## src/rtl/debug_tx_sequencer.sv

```systemverilog
// debug_tx_sequencer
// Latches the packed pipeline debug snapshot on request, freezes the
// pipeline, and hands the snapshot to a byte-wide transmitter one byte at a
// time (least significant byte first) over a start/done handshake. Once the
// last byte has been shifted out it releases the pipeline and pulses done.
//
// All outputs are decoded from registered state, so nothing on the input
// side can ripple combinationally to the transmitter or the pipeline enable.

module debug_tx_sequencer #(
  parameter  int N     = 1208,
  localparam int BYTES = N / 8
) (
  input  logic         clk,
  input  logic         rst_n,
  input  logic         send_req,
  input  logic [N-1:0] snapshot,
  input  logic         tx_done,
  output logic         tx_start,
  output logic [7:0]   tx_data,
  output logic         cpu_halt,
  output logic         busy,
  output logic         done,
  output logic [7:0]   byte_idx
);

  // Index of the final byte; byte_idx stops here and never wraps.
  localparam logic [7:0] LAST_IDX = 8'(BYTES - 1);

  typedef enum logic [1:0] {
    ST_IDLE = 2'd0,
    ST_SEND = 2'd1,
    ST_WAIT = 2'd2,
    ST_DONE = 2'd3
  } state_t;

  state_t         state_reg, state_next;
  logic [N-1:0]   shreg_reg, shreg_next;
  logic [N-1:0]   shreg_shifted;
  logic [7:0]     byte_idx_reg, byte_idx_next;

  // Byte-lane view of the right shift by 8: each lane takes the lane above,
  // the top lane is filled with zero. The low lane is always the byte the
  // transmitter currently sees.
  generate
    for (genvar gi = 0; gi < BYTES; gi++) begin : g_lane
      if (gi == BYTES - 1) begin : g_top
        assign shreg_shifted[8*gi +: 8] = 8'h00;
      end else begin : g_mid
        assign shreg_shifted[8*gi +: 8] = shreg_reg[8*(gi+1) +: 8];
      end
    end
  endgenerate

  // State, latched snapshot and byte counter; reset aborts any transfer.
  always_ff @(posedge clk or negedge rst_n) begin
    if (!rst_n) begin
      state_reg    <= ST_IDLE;
      shreg_reg    <= '0;
      byte_idx_reg <= '0;
    end else begin
      state_reg    <= state_next;
      shreg_reg    <= shreg_next;
      byte_idx_reg <= byte_idx_next;
    end
  end

  // Next-state logic and state-decoded strobes. send_req is only looked at
  // in IDLE and tx_done only in WAIT, so stray pulses elsewhere (including
  // a tx_done coinciding with tx_start) cannot advance the transfer.
  always_comb begin
    state_next    = state_reg;
    shreg_next    = shreg_reg;
    byte_idx_next = byte_idx_reg;
    tx_start      = 1'b0;
    done          = 1'b0;
    busy          = 1'b1;
    case (state_reg)
      ST_IDLE: begin
        busy = 1'b0;
        if (send_req) begin
          shreg_next    = snapshot;
          byte_idx_next = '0;
          state_next    = ST_SEND;
        end
      end
      ST_SEND: begin
        tx_start   = 1'b1;
        state_next = ST_WAIT;
      end
      ST_WAIT: begin
        if (tx_done) begin
          if (byte_idx_reg == LAST_IDX) begin
            state_next = ST_DONE;
          end else begin
            shreg_next    = shreg_shifted;
            byte_idx_next = byte_idx_reg + 8'd1;
            state_next    = ST_SEND;
          end
        end
      end
      ST_DONE: begin
        done       = 1'b1;
        state_next = ST_IDLE;
      end
      default: begin
        state_next = ST_IDLE;
      end
    endcase
  end

  // The pipeline stays frozen for exactly as long as the sequencer is busy.
  assign cpu_halt = busy;
  assign tx_data  = shreg_reg[7:0];
  assign byte_idx = byte_idx_reg;

endmodule

```

## config.mk

```make
export PLATFORM = sky130hd
export DESIGN_NAME = debug_tx_sequencer
export DESIGN_NICKNAME = d
export VERILOG_FILES = /design/src/rtl/debug_tx_sequencer.sv
export SDC_FILE = /design/constraint.sdc
export NUM_CORES = 2
export LEC_CHECK = 0
export ABC_AREA = 1
export CAP_MARGIN = 0
export CORE_AREA = 10 10 470 472
export DETAILED_ROUTE_END_ITERATION = 8
export DIE_AREA = 0 0 480 482
export PLACE_DENSITY = 0.48
export SKIP_LAST_GASP = 1
export SYNTH_ARGS = -nofsm -noshare
export SYNTH_HDL_FRONTEND = slang
export SYNTH_SLANG_ARGS = --single-unit
```

## constraint.sdc

```tcl
create_clock -name clk -period 1.85 [get_ports clk]
set_input_delay 0.185 -clock clk [delete_from_list [all_inputs] [get_ports clk]]
set_output_delay 0.185 -clock clk [all_outputs]
set_load 0.02 [all_outputs]
```

==> flow_metrics.env <==
export IMPL_grt_pass1_vias=55800
export IMPL_mostFrequentLayoutCells="o21ai_0 (1,442), dfrtp_1 (1,217), clkdlybuf4s50_1 (1,210), or2_2 (1,192), nand2_1 (1,166)"
export IMPL_dpl_instance_area_um2=75300
export IMPL_slew_headroom_pct=57.5
export IMPL_cpPeakStageDelay_ns=0.38
export IMPL_grt_start_max_net_pins=82
export IMPL_path_cells="inv_2 -> nand2_8 -> buf_6 -> buf_16 -> buf_12 -> buf_4 -> or2_2 -> o21ai_0 -> o21ai_1"
export IMPL_endpoint_kind="register"
export IMPL_min_period_ns=2.08
export IMPL_synth_cells=6659
export IMPL_ys_ff_latch=1218
export IMPL_io_buffers=1231
export IMPL_setup_ws_ns=-0.231
export IMPL_drt_first_pass_iters=6
export IMPL_yosysTopAreaCell="dfrtp_1"
export IMPL_clkTransAtPathRegs_ns=0.06
export IMPL_die_y_um=482
export IMPL_vias=55300
export IMPL_core_area_um2=211000
export IMPL_max_freq_mhz=481
export IMPL_leakagePower_uw=0.0373
export IMPL_viasPerCell=4.84
export IMPL_track_usage_pct=22.7
export IMPL_drive_gt1_share_pct=25.6
export IMPL_setup_viol=1006
export IMPL_grt_overflow=0
export IMPL_yosysTopAreaCellShare_pct=53.0
export IMPL_crit_path_max_fanout=15
export IMPL_syn_nets=7873
export IMPL_cp_num_buf_inv=5
export IMPL_synth_area_leaders="dfrtp_1 (53%), o21ai_0 (13%), or2_2 (13%)"
export IMPL_layout_nets=9650
export IMPL_cts_buffers_inserted=150
export IMPL_finalCritPeriodShare_pct=112
export IMPL_outcome="complete, but fails checks"
export IMPL_dieArea_um2=231000
export IMPL_cp_arrival_ns=2.76
export IMPL_cts_sinks=1218
export IMPL_antenna_found_initial=105
export IMPL_cts_max_path_buffers=3
export IMPL_start_util_pct=27.2
export IMPL_drtAntennaViolNets=0
export IMPL_ys_warn_count=0
export IMPL_critPathTopFamily="buffers and inverters"
export IMPL_drv_cap=0
export IMPL_slowest_stage="dfrtp_1"
export IMPL_avgSynthCellArea_um2=8.63
export IMPL_num_io_pins=1232
export IMPL_hpwl_mm=198
export IMPL_crit_required_ns=2.53
export IMPL_yosysUniqueCellTypes=22
export IMPL_root_buffer="clkbuf_16"
export IMPL_skew_ns=0.0345
export IMPL_seq_area_frac_synth_pct=53.0
export IMPL_syn_to_final_growth_pct=55.5
export IMPL_worst_pin_slew_ns=0.631
export IMPL_globalplace_congestion=0.859
export IMPL_power_density_nw_per_um2=1700
export IMPL_hp_class="in -> reg"
export IMPL_finalHoldViolations=0
export IMPL_drt_iter0_drc=4537
export IMPL_drt_total_wl_mm=278
export IMPL_die_w_um=480
export IMPL_wire_per_inst_um=24.4
export IMPL_start_kind="register"
export IMPL_cts_tree="done"
export IMPL_vdd_drop_max_mv=0.974
export IMPL_slew_viol_final=0
export IMPL_fin_area_um2=89400
export IMPL_clkLatencyLatePin_ns=0.83
export IMPL_rows=169
export IMPL_syn_area_um2=57500
export IMPL_post_route_drc_count=0
export IMPL_grt_pass1_wl_mm=394
export IMPL_largest_reg_flops=1208
export IMPL_rsz0062_at_grt="true"
export IMPL_totalPowerFinal_uw=152000
export IMPL_timing_worst_setup_path_type="reg -> reg"
export IMPL_final_common_cell="o21ai_0"
export IMPL_violations="setup timing"
export IMPL_htreeDepth=4
==> worst paths after layout <==
kind	cells after the start	slack, ns	from	end
setup / recovery	9	-0.23	state_reg[0]$_DFFE_PN0P_	shreg_reg[761]$_DFFE_PN0P_
hold / removal	3	0.07	snapshot[564]	shreg_reg[564]$_DFFE_PN0P_
setup reg to reg	9	-0.23	state_reg[0]$_DFFE_PN0P_	shreg_reg[761]$_DFFE_PN0P_
hold reg to reg	2	0.47	shreg_reg[1021]$_DFFE_PN0P_	shreg_reg[1021]$_DFFE_PN0P_
max in group asynchronous	4	0.94	rst_n	shreg_reg[489]$_DFFE_PN0P_
min in group asynchronous	3	0.23	rst_n	shreg_reg[631]$_DFFE_PN0P_
==> final cells by class <==
type	instances	area [um2]
clock buffer	227	4490
antenna	64	160
clock inverter	34	470
inverter	12	55.1
multi-input combinational	4884	25200
tap	2821	3530
sequential	1218	30500
fill	20700	122000
timing repair buffer	2170	25000
==> metrics by stage <==
| step | utilization, % | std cells | hold WS [ns] | worst slack (ns) | TNS (ns) |
|---|---|---|---|---|---|
| detailed placement | 35.7 | 10600 | 0.110 | -0.276 | -94.92 |
| finish | 42.3 | 11400 | 0.0653 | -0.231 | -80.03 |
| global placement | 35.7 | 10600 | 0.107 | -0.275 | -73.87 |
| global route | 42.3 | 11400 | 0.0281 | -0.299 | -212.59 |
| floorplan | - | 6659 | -0.111 | 0.0622 | 0 |
| CTS | 41.2 | 11300 | 0.000441 | -0.198 | -117.94 |
==> report_power, final <==
group | leakage (uW) | total (uW) | internal, uW | switching [uW]
Sequential | 0.0149 | 47700 | 40400 | 7370
Combinational | 0.0200 | 74200 | 36600 | 37500
Clock | 0.00244 | 30100 | 17600 | 12400
==> synth_stat cells <==
library cell	count
nor2_1	10
xor2_1	1
dfrtp_1	1218
o21ai_0	1533
buf_4	30
clkbuf_1	217
nand3b_1	1
nand2_2	2
or2_0	3
o21ai_1	883
ha_1	2
o21bai_1	1
inv_2	1
nand3_1	5
buf_2	261
buf_6	1
a21oi_1	1
nor2_2	2
inv_1	11
nand2_1	1243
or2_2	1197
clkbuf_2	36
==> worst register-to-register path, cell delays in order (launching register included) <==
cell	delay, ns
dfrtp_1	0.38
inv_2	0.12
nand2_8	0.10
buf_6	0.16
buf_16	0.17
buf_12	0.25
buf_4	0.17
or2_2	0.27
o21ai_0	0.20
o21ai_1	0.13
==> cell families after synthesis <==
family          after synthesis  share of synthesized area, %
fa+ha+maj                     2                        0.0435
flops                      1218                          53.0
compound gates             2418                          21.1
simple gates               2463                          21.3
buf+inv                     557                          4.49
xor+xnor                      1                        0.0152
==> what timing repair did <==
item	4_1_cts	5_1_grt
endpoints found under the hold margin	1466	0
gates cloned	68	46
hold buffers	363	0
setup buffers	55	22
resized for setup	274	293
setup endpoints to repair	1177	1215
pin swaps	3	8
==> per-layer routing <==
metal	up-vias	global-route usage (%)	part of all wire, %
met5	-	0	0.11
met4	48	6.05	2.6
met3	409	4.87	6.2
met2	1958	38.1	48
met1	27000	29.8	43
li1	25900	-	-
(Power assumes the default switching activity.)
